### src/rtl/io_port_ctrl.sv
// io_port_ctrl: sequences execute-stage IN/OUT instructions against external byte ports,
// holding the pipeline stalled until the device handshake completes or the wait times out.
module io_port_ctrl #(
  parameter int DATA_W  = 8,
  parameter int TIMEOUT = 15
) (
  input  logic              clk,
  input  logic              reset,
  input  logic              ex_in_req,
  input  logic              ex_out_req,
  input  logic [DATA_W-1:0] ex_out_data,
  output logic [DATA_W-1:0] in_data,
  output logic              io_stall,
  output logic              io_done,
  output logic              io_timeout,
  input  logic              clr_err,
  input  logic              port_in_valid,
  input  logic [DATA_W-1:0] port_in_data,
  output logic              port_in_ack,
  output logic              port_out_valid,
  output logic [DATA_W-1:0] port_out_data,
  input  logic              port_out_ready
);

  // With TIMEOUT=0 the counter is never consulted; keep it one bit wide so it stays legal.
  localparam int CNT_W = (TIMEOUT > 0) ? $clog2(TIMEOUT + 1) : 1;
  localparam logic [CNT_W-1:0] CNT_LAST = CNT_W'((TIMEOUT > 0) ? TIMEOUT - 1 : 0);

  typedef enum logic [1:0] {IDLE, IN_WAIT, OUT_WAIT, DONE} state_e;

  state_e            state_q, state_d;
  logic [CNT_W-1:0]  cnt_q, cnt_d;
  logic              ack_q, ack_d;
  logic [DATA_W-1:0] in_data_q, in_data_d;
  logic [DATA_W-1:0] out_data_q, out_data_d;
  logic              out_valid_q, out_valid_d;
  logic              timeout_q, timeout_d;
  logic              hs, expire;

  always_ff @(posedge clk) begin
    if (reset) begin
      state_q     <= IDLE;
      cnt_q       <= '0;
      ack_q       <= 1'b0;
      in_data_q   <= '0;
      out_data_q  <= '0;
      out_valid_q <= 1'b0;
      timeout_q   <= 1'b0;
    end else begin
      state_q     <= state_d;
      cnt_q       <= cnt_d;
      ack_q       <= ack_d;
      in_data_q   <= in_data_d;
      out_data_q  <= out_data_d;
      out_valid_q <= out_valid_d;
      timeout_q   <= timeout_d;
    end
  end

  always_comb begin
    state_d     = state_q;
    cnt_d       = cnt_q;
    ack_d       = ack_q;
    in_data_d   = in_data_q;
    out_data_d  = out_data_q;
    out_valid_d = out_valid_q;
    timeout_d   = timeout_q;
    hs          = 1'b0;
    expire      = 1'b0;

    case (state_q)
      IDLE: begin
        ack_d = 1'b0;
        cnt_d = '0;
        if (ex_in_req) begin
          state_d = IN_WAIT;
        end else if (ex_out_req) begin
          state_d     = OUT_WAIT;
          out_data_d  = ex_out_data;
          out_valid_d = 1'b1;
        end
      end
      IN_WAIT, OUT_WAIT: begin
        hs     = (state_q == IN_WAIT) ? port_in_valid : (out_valid_q && port_out_ready);
        expire = (TIMEOUT != 0) && (cnt_q == CNT_LAST);
        // A handshake landing on the final wait cycle still counts as a clean transfer.
        if (hs) begin
          state_d = DONE;
          if (state_q == IN_WAIT) begin
            in_data_d = port_in_data;
            ack_d     = 1'b1;
          end else begin
            out_valid_d = 1'b0;
          end
        end else if (expire) begin
          state_d     = DONE;
          out_valid_d = 1'b0;
          ack_d       = 1'b0;
          if (state_q == IN_WAIT) in_data_d = '0;
        end else if (TIMEOUT != 0) begin
          cnt_d = cnt_q + 1'b1;
        end
      end
      DONE: begin
        state_d = IDLE;
        ack_d   = 1'b0;
      end
      default: state_d = IDLE;
    endcase

    // Setting the sticky error outranks a simultaneous clear.
    if (expire && !hs)  timeout_d = 1'b1;
    else if (clr_err)   timeout_d = 1'b0;
  end

  assign io_stall       = (state_q == IN_WAIT) || (state_q == OUT_WAIT) ||
                          ((state_q == IDLE) && (ex_in_req || ex_out_req));
  assign io_done        = (state_q == DONE);
  assign port_in_ack    = (state_q == DONE) && ack_q;
  assign in_data        = in_data_q;
  assign io_timeout     = timeout_q;
  assign port_out_valid = out_valid_q;
  assign port_out_data  = out_data_q;

endmodule

### config.mk
export PLATFORM = sky130hd
export DESIGN_NAME = io_port_ctrl
export DESIGN_NICKNAME = d
export VERILOG_FILES = /design/src/rtl/io_port_ctrl.sv
export SDC_FILE = /design/constraint.sdc
export NUM_CORES = 1
export LEC_CHECK = 0
export ABC_AREA = 0
export CORE_MARGIN = 2
export CORE_UTILIZATION = 40
export DETAILED_ROUTE_END_ITERATION = 6
export GPL_TIMING_DRIVEN = 0
export MAX_ROUTING_LAYER = met4
export PLACE_DENSITY = 0.73
export SYNTH_ARGS = -nofsm -noshare
export SYNTH_HDL_FRONTEND = slang
export SYNTH_SLANG_ARGS = --single-unit
### constraint.sdc
create_clock -name clk -period 3.2 [get_ports clk]
set_clock_uncertainty 0.1 [all_clocks]
set_input_delay 0.64 -clock clk [delete_from_list [all_inputs] [get_ports clk]]
set_output_delay 0.64 -clock clk [all_outputs]
set_load 0.005 [all_outputs]
After elaboration in Yosys (flattened, before gate mapping)
Cells that the tools add are included.
Operators by class
  add/sub/neg operators: 1
  equal/unequal tests: 14
  muxes and demuxes: 26
  bitwise logic cells: 1
  reductions and logical operators: 20
Operators with widths (count)
  8-bit two-way mux: 4
  1-bit two-way mux: 12
  2-bit != test (second input constant): 6
  3-bit != test (second input constant): 4
  2-bit two-way mux: 4
  4-bit two-way mux: 2
  4-bit one-hot mux with 2 select lines: 1
  2-bit one-hot mux with 3 select lines: 1
  3-bit AND reduction: 2
  2-bit nonzero test: 3
  5-bit AND reduction: 1
  4-bit by 1-bit adder with 4-bit output (second input constant): 1
  2-bit == test (second input constant): 2
  4-bit == test (second input constant): 1
  1-bit logical AND: 4
  1-bit one-hot mux with 2 select lines: 2
  2-bit AND reduction: 2
  4-bit AND reduction: 1
  2-bit OR reduction: 2
  1-bit logical OR: 3
  2-bit by 1-bit == test with 1-bit output (second input constant): 1
  2-bit zero test: 1
  1-bit zero test: 1
  1-bit inverter: 1
Storage, ports and cells
  bits in registers: 25
  input bits: 23
  output and inout bits: 21

Longest topological paths before layout
Gate-level depths: netlist (run 1).
  word-level depth: 6
  mapped depth: 7
  depth with buffers taken out: 6

Worst setup path after synthesis (run 1)
OpenSTA, ideal clock, no wires.
  kind: reg2reg
  from: register state_q[0]
  to: register in_data_q[0], in the netlist in_data[0]
  arrival: 1.605 ns
  required time: 3.027 ns
  path slack: 1.423 ns
  cell stages (with the launch flop): 8
  path buffers: 1
  period minus slack after synthesis: 1.777 ns
  path through: dfxtp_1 > inv_1 > ha_1 > buf_4 > nand4_1 > o31ai_1 > a41oi_4 > mux2i_1
Between the ends
  cells in the longest elaborated chain, start to end: 4
Ends and longest elaborated chain
  start, declared: RTL line 31  | state_e state_q, state_d;
  start signal, assigned: RTL line 50  | state_q <= state_d;
  2-bit by 1-bit == test with 1-bit output
  1-bit two-way mux: RTL line 84  | hs = (state_q == IN_WAIT) ? port_in_valid : (out_valid_q && port_out_ready);
  2-bit != test (no line) or 2-bit nonzero test (tied branches)
  4-bit AND reduction (no line)
  end signal, assigned: RTL line 53  | in_data_q <= in_data_d;
  end, declared: RTL line 34  | logic [DATA_W-1:0] in_data_q, in_data_d;
Parallel ways exist; a longest one is shown, timed or not.
A chain may end at the register's enable or synchronous reset.

Final worst setup path (run 1)
  from: register state_q[0]
  to: output io_stall
Between the ends
  cells in the longest elaborated chain, start to end: 3
Ends and longest elaborated chain
  2-bit by 1-bit == test with 1-bit output, or another cell as far along: RTL line 116  | assign io_stall = (state_q == IN_WAIT) || (state_q == OUT_WAIT) ||
  1-bit logical OR or 1-bit logical AND (tied branches): RTL line 116, 117
  1-bit logical OR (*): RTL line 116
  end, declared: RTL line 13  | output logic io_stall,
Every way passes the cells marked *; elsewhere a longest branch is shown, timed or not.

==> impl_results.md, run 1 <==
- Post-synthesis xor/xnor area fraction: 0
- Post-synthesis adder-cell area fraction: 0.0613
- Multiplexer share of the synthesized area: 0.139
- H-tree levels: 1
- Initial Util: 0.411
- Largest family of logic cells by synthesized area: simple AND/OR/NAND/NOR gates
- Clock Sinks: 25
- Dpl cells: 212
- Die ar.: 3520 µm²
- Crit path kind: flip-flop to output port
- Complex-gate fraction of the synthesized area: 0.115
- Worst vdd rail ir drop: 0.244 mV
- Routed WL: 2560 µm
- # DRC: 0
- Synthesized flop and latch total: 25
- DR WL/cell: 11.9 µm
- Status: completed
- Antenna violations before repair: 0
- Required @ worst endpoint: 2.46 ns
- Share of layout cells above drive strength 1: 0.0601
- Hold-fix buffers, CTS: 0
- Final Hold Vio Count: 0
- Area grow syn2layout: 40.8%
- Post-CTS setup buffers: 0
- TritonCTS buffer count: 3
- Non-filler cells, final: 216
- Clk_lat worst skew: 0.31 ns
- 1st-pass router iterations: 4
- Setup slack, reg-to-reg: 1.24 ns
- HP Class: flip-flop to flip-flop
- Gr usage total: 0.156
- Hold Startpoint: in_data[4]
- Number of global-route vias before repair: 1004
- Arrival time at the worst endpoint: 1.89 ns
- Post-synth EDFFs: 0
- Worst hold stages: 2
- Largest net degree at the start of global routing: 15
- Static Leak: 0.753 nW
- Final worst path period need: 2.63 ns
- Grt met2 use: 0.254
- Post-synthesis simple-gate area fraction: 0.232
- CP Launch Type: flip-flop
- R2R Path End: in_data[2]
- Yosys warns: 0
- Final #Nets: 213
- Worst-case reg-to-reg path depth: 7
- Setup TNS: 0 ns
- Pins Over Slew Limit: 0
- Crit-path max FO: 10
- CTS tree: done
- Most Crowded Layer GR: met2
- Hold Crit Endpoint: in_data[4]
- GRT Residual Overflow: 0
- Clock transition at path regs: 0.13 ns
- Worst relative slew slack: 0.594
- Final worst slack: 0.568 ns
- Vias: 1087
- Dpl ws: 0.582 ns
- GP Congestion: 0.791
- Slew @ Worst Pin: 0.608 ns
- Initial DRC Count: 17
- Total power: 944 µW
- Sequential element share of the synthesized area: 0.409
- Core Footprint: 2980 µm²
- Post-synth design cell area: 1220 µm²
- Met1 usage: 0.195
- Vias per cell: 5.03
- Die Wd: 59.3 µm
- Post-route ant nets: 0
- Row count: 20
- FF-to-FF Start: state_q[0]
- Post-Syn Nets: 165
- PortBufs: 43
- Avg Cell Area, Syn: 9.01 µm²
- GRT met3 Usage: 0.0240
- First-pass GRT wire length: 4140 µm
- Post-CTS sizing: 0
- Max Clk Rate: 380 MHz
- Mapped Cells: 136
- Antenna diodes: 0
- Fillers: 277
- FFs w/ async S/R, synth: 0
- Die Y: 59.3 µm
- Post-synthesis cell type count: 28
- P per Cell Area: 547 nW/µm²
- Setup-failing EPs final: 0
- I/O Pins: 44
- Critical Path End Type: output port
- DPL Wire Length: 2090 µm
- Period utilisation layout: 0.823
- Clock Path Buffers: 2
- Max Cap Viol: 0
- Prevailing post-synth register cell: dfxtp_1
- Area occupied by multi-input gates: 671 µm²
- Clock root buffer: clkbuf_4
- Reg area: 500 µm²
- RSZ-0062 raised after global routing: no
## sequential cells by signal, summed over array words and instances (netlist names)
name            flops
state_q             2
ack_q               1
cnt_q               4
io_timeout          1
port_out_data       8
in_data             8
port_out_valid      1
## power breakdown
group	internal [mW]	total [mW]	switching (mW)
combinational	0.200	0.425	0.225
clock	0.0467	0.137	0.0903
sequential	0.348	0.382	0.0336
## layout make-up
cell class | count | area share
inverters | 9 | 0.0196
flip-flops and latches | 25 | 0.290
multi-input cells | 98 | 0.389
well taps | 33 | 0.0239
plain buffers | 4 | 0.0116
repair buffers | 43 | 0.250
clock buffers | 3 | 0.0131
clock inverters | 1 | 0.00290
## worst max path at each step
stage / start / end
floorplan: state_q[0] / in_data[0]
global placement: ex_in_req / io_stall
detailed placement: ex_in_req / io_stall
CTS: state_q[0] / io_stall
global route: state_q[0] / io_stall
finish: state_q[0] / io_stall
## per-stage QoR
| step | area [µm²] | hold WS [ns] | util |
|---|---|---|---|
| final | 1720 | 0.369 | 0.579 |
| after global routing | 1720 | 0.387 | 0.579 |
| after CTS | 1720 | 0.373 | 0.579 |
| after detailed placement | 1700 | 0.354 | 0.570 |
| after global placement | 1700 | 0.346 | 0.570 |
| after floorplan | 1220 | 0.341 | - |
## kinds of logic after synthesis
logic type | after synthesis
muxes | 17
buffers and inverters | 13
and+or+nand+nor | 54
adders and majority gates | 6
DFF | 25
AOI/OAI and AO/OA | 21
## cells in the final DEF, fill, tap and decap left out
| cell | count |
|---|---|
| buf_4 | 1 |
| o22ai_1 | 1 |
| nor2_1 | 9 |
| buf_2 | 1 |
| nand3b_1 | 1 |
| or3_1 | 2 |
| clkbuf_4 | 3 |
| o21ai_0 | 4 |
| o21a_1 | 1 |
| nand2_1 | 27 |
| clkinv_2 | 1 |
| nand2b_1 | 2 |
| dfxtp_1 | 25 |
| nand4_4 | 1 |
| or2_2 | 1 |
| or4_1 | 1 |
| a41oi_4 | 1 |
| nand3_1 | 5 |
| clkbuf_1 | 2 |
| clkdlybuf4s50_1 | 43 |
| ha_1 | 6 |
| nand3_4 | 1 |
| mux2i_1 | 17 |
| o31a_1 | 1 |
| a21oi_1 | 11 |
| inv_1 | 9 |
| and2_1 | 1 |
| o2111ai_1 | 1 |
| nand3b_4 | 1 |
| o31ai_1 | 1 |
| nand4_1 | 2 |
## synthesized netlist by cell type, types with 2 or more instances
| cell type | number | area share |
|---|---|---|
| inv_1 | 9 | 0.028 |
| ha_1 | 6 | 0.061 |
| or3_1 | 2 | 0.010 |
| nand2_1 | 27 | 0.083 |
| nand2b_1 | 2 | 0.010 |
| mux2i_1 | 17 | 0.14 |
| o21ai_0 | 4 | 0.016 |
| a21oi_1 | 11 | 0.045 |
| nand3_1 | 5 | 0.020 |
| dfxtp_1 | 25 | 0.41 |
| nand4_1 | 2 | 0.010 |
| clkbuf_1 | 2 | 0.0061 |
| nor2_1 | 9 | 0.028 |
## worst max-delay path, cell delays in order, from the launching register on
cell             delay (ns)
dfxtp_1                0.43
inv_1                  0.06
ha_1                   0.27
buf_4                  0.18
inv_1                  0.08
nand2_1                0.06
clkdlybuf4s50_1        0.50
## routing by layer
metal  up-vias  routed length, µm
li1        561                  -
met5         -                  0
met3         4                 69
met1       500               1170
met2        22               1290
met4         0                 32
Note: power is estimated with default switching activity, not from simulation.
==> run 2, diff against run 1 <==
==> constraint.sdc (replaced) <==
create_clock -name clk -period 2.7 [get_ports clk]
set_clock_uncertainty 0.1 [all_clocks]
set_input_delay 0.54 -clock clk [delete_from_list [all_inputs] [get_ports clk]]
set_output_delay 0.54 -clock clk [all_outputs]
set_load 0.005 [all_outputs]
==> results of run 2 <==
Same layout as run 1 (identical final DEF). Status: completed.
Among the figures that moved: setup slack after placement 0.582 ns -> 0.282 ns; setup slack after layout 0.568 ns -> 0.168 ns; register-to-register setup slack 1.24 ns -> 0.74 ns; total power 0.944 mW -> 1.12 mW; worst IR drop on VDD 0.244 mV -> 0.289 mV
==> run 3, diff against run 2 <==
--- a/config.mk
+++ b/config.mk
@@ -11,7 +11,8 @@
 export DETAILED_ROUTE_END_ITERATION = 6
 export GPL_TIMING_DRIVEN = 0
 export MAX_ROUTING_LAYER = met4
-export PLACE_DENSITY = 0.73
+export PLACE_DENSITY_LB_ADDON = 0.15
+export SLEW_MARGIN = 15
 export SYNTH_ARGS = -nofsm -noshare
 export SYNTH_HDL_FRONTEND = slang
 export SYNTH_SLANG_ARGS = --single-unit
==> run 3 against run 2 <==
Die area unchanged. Worst setup slack worse by 0.0013 ns. Combinational power about the same. Register-to-register slack about the same. Via count up 1.3%. Largest cell class unchanged. Critical path depth unchanged. Global-route usage up 0.36 points. Critical endpoint unchanged. Clock power about the same. Critical path type unchanged.
==> impl_results.md, run 3 (synthesis gave the netlist of run 1 again) <==
- Status: completed
- RSZ-0062 raised after global routing: no
- P per Cell Area: 650 nW/µm²
- Crit path kind: flip-flop to output port
- Commonest non-fill, non-tap cell in the layout: clkdlybuf4s50_1
- HP Class: flip-flop to flip-flop
- Critical Path End Type: output port
- Slew @ Worst Pin: 0.626 ns
- Comb pwr share: 0.451
- # DRC: 0
- Hold-fix buffers, CTS: 0
- 1st-pass router iterations: 4
- DR WL/cell: 11.7 µm
- Clock Sinks: 25
- Sw Share: 0.366
- Row count: 20
- Max Cap Viol: 0
- TritonCTS buffer count: 3
- Period utilisation layout: 0.938
- CTS tree: done
- Post-route ant nets: 0
- Routed WL: 2540 µm
- CP Launch Type: flip-flop
- First-pass GRT wire length: 4270 µm
- Post-CTS sizing: 0
- DPL Wire Length: 2010 µm
- Fillers: 273
- Max Clk Rate: 395 MHz
- Static Leak: 0.750 nW
- Final worst path period need: 2.53 ns
- Die ar.: 3520 µm²
- Worst vdd rail ir drop: 0.293 mV
- Seq pwr share: 0.403
- Setup-failing EPs final: 0
- Die Wd: 59.3 µm
- Core Footprint: 2980 µm²
- Clock transition at path regs: 0.13 ns
- Final #Nets: 213
- Number of global-route vias before repair: 1049
- Post-CTS setup buffers: 0
- I/O Pins: 44
- H-tree levels: 1
- Total power: 1.12 mW
- Initial DRC Count: 17
- Setup TNS: 0 ns
- Worst relative slew slack: 0.583
- Pins Over Slew Limit: 0
- Final Hold Vio Count: 0
- Antenna violations before repair: 0
- PortBufs: 43
- Commonest non-fill, non-tap cells in the layout: 43 x clkdlybuf4s50_1, 27 x nand2_1, 25 x dfxtp_1
- Clock power frac: 0.145
- Pint: 710 µW
- Arrival time at the worst endpoint: 1.89 ns
- Clk_lat worst skew: 0.31 ns
- Share of layout cells above drive strength 1: 0.0546
- Required @ worst endpoint: 2.06 ns
- Initial Util: 0.411
- Sw Pwr: 410 µW
- GP Congestion: 0.833
- Gr usage total: 0.160
- Die Y: 59.3 µm
- Clock root buffer: clkbuf_4
- Vias per cell: 5.10
- Antenna diodes: 0
- GRT Residual Overflow: 0
- Area grow syn2layout: 40.7%
- Clock Path Buffers: 2
- Largest net degree at the start of global routing: 14
- Crit-path max FO: 10
- Vias: 1101
-- run 3: cell type report --
type | instances | area (µm²) | share of cell area
Inverter | 9 | 33.8 | 0.0196
Multi-Input combinational cell | 98 | 671 | 0.389
Clock buffer | 4 | 26.3 | 0.0153
Sequential cell | 25 | 500 | 0.290
Timing Repair Buffer | 43 | 430 | 0.250
Buffer | 4 | 20.0 | 0.0116
Tap cell | 33 | 41.3 | 0.0240
-- run 3: final timing paths --
check | from | to | slack [ns] | cells after the start
worst max-delay path | state_q[0] | io_stall | 0.17 | 6
worst min-delay path | ack_q | ack_q | 0.37 | 2
worst max register to register | state_q[0] | in_data[1] | 0.73 | 7
worst min register to register | ack_q | ack_q | 0.37 | 2
-- run 3: power by group through the flow --
stage,combinational (mW),clock (mW),sequential [mW]
after floorplan,0.343,0,0.457
after global placement,0.498,0,0.459
after detailed placement,0.511,0,0.460
after CTS,0.513,0.173,0.452
after global routing,0.565,0.186,0.459
final,0.505,0.163,0.452
-- run 3: layer usage --
metal | global-route usage | share of wire
met2 | 0.275 | 0.50
met4 | 0.0584 | 0.011
met5 | - | 0
met3 | 0.0197 | 0.045
met1 | 0.190 | 0.44
-- run 3: stage by stage --
stage	setup slack [ns]	cell area, µm²	hold WS (ns)	instances	utilization
after global routing	0.0591	1720	0.401	216	0.579
after CTS	0.148	1720	0.380	216	0.579
final	0.167	1720	0.374	216	0.579
after floorplan	0.923	1220	0.341	136	-
after global placement	0.293	1700	0.348	212	0.570
after detailed placement	0.291	1700	0.359	212	0.570
-- run 3: critical path, stage by stage, from the launching register on --
cell and delay, ns:
dfxtp_1 0.43, inv_1 0.07, ha_1 0.28, buf_4 0.18
inv_1 0.08, nand2_1 0.06, clkdlybuf4s50_1 0.50
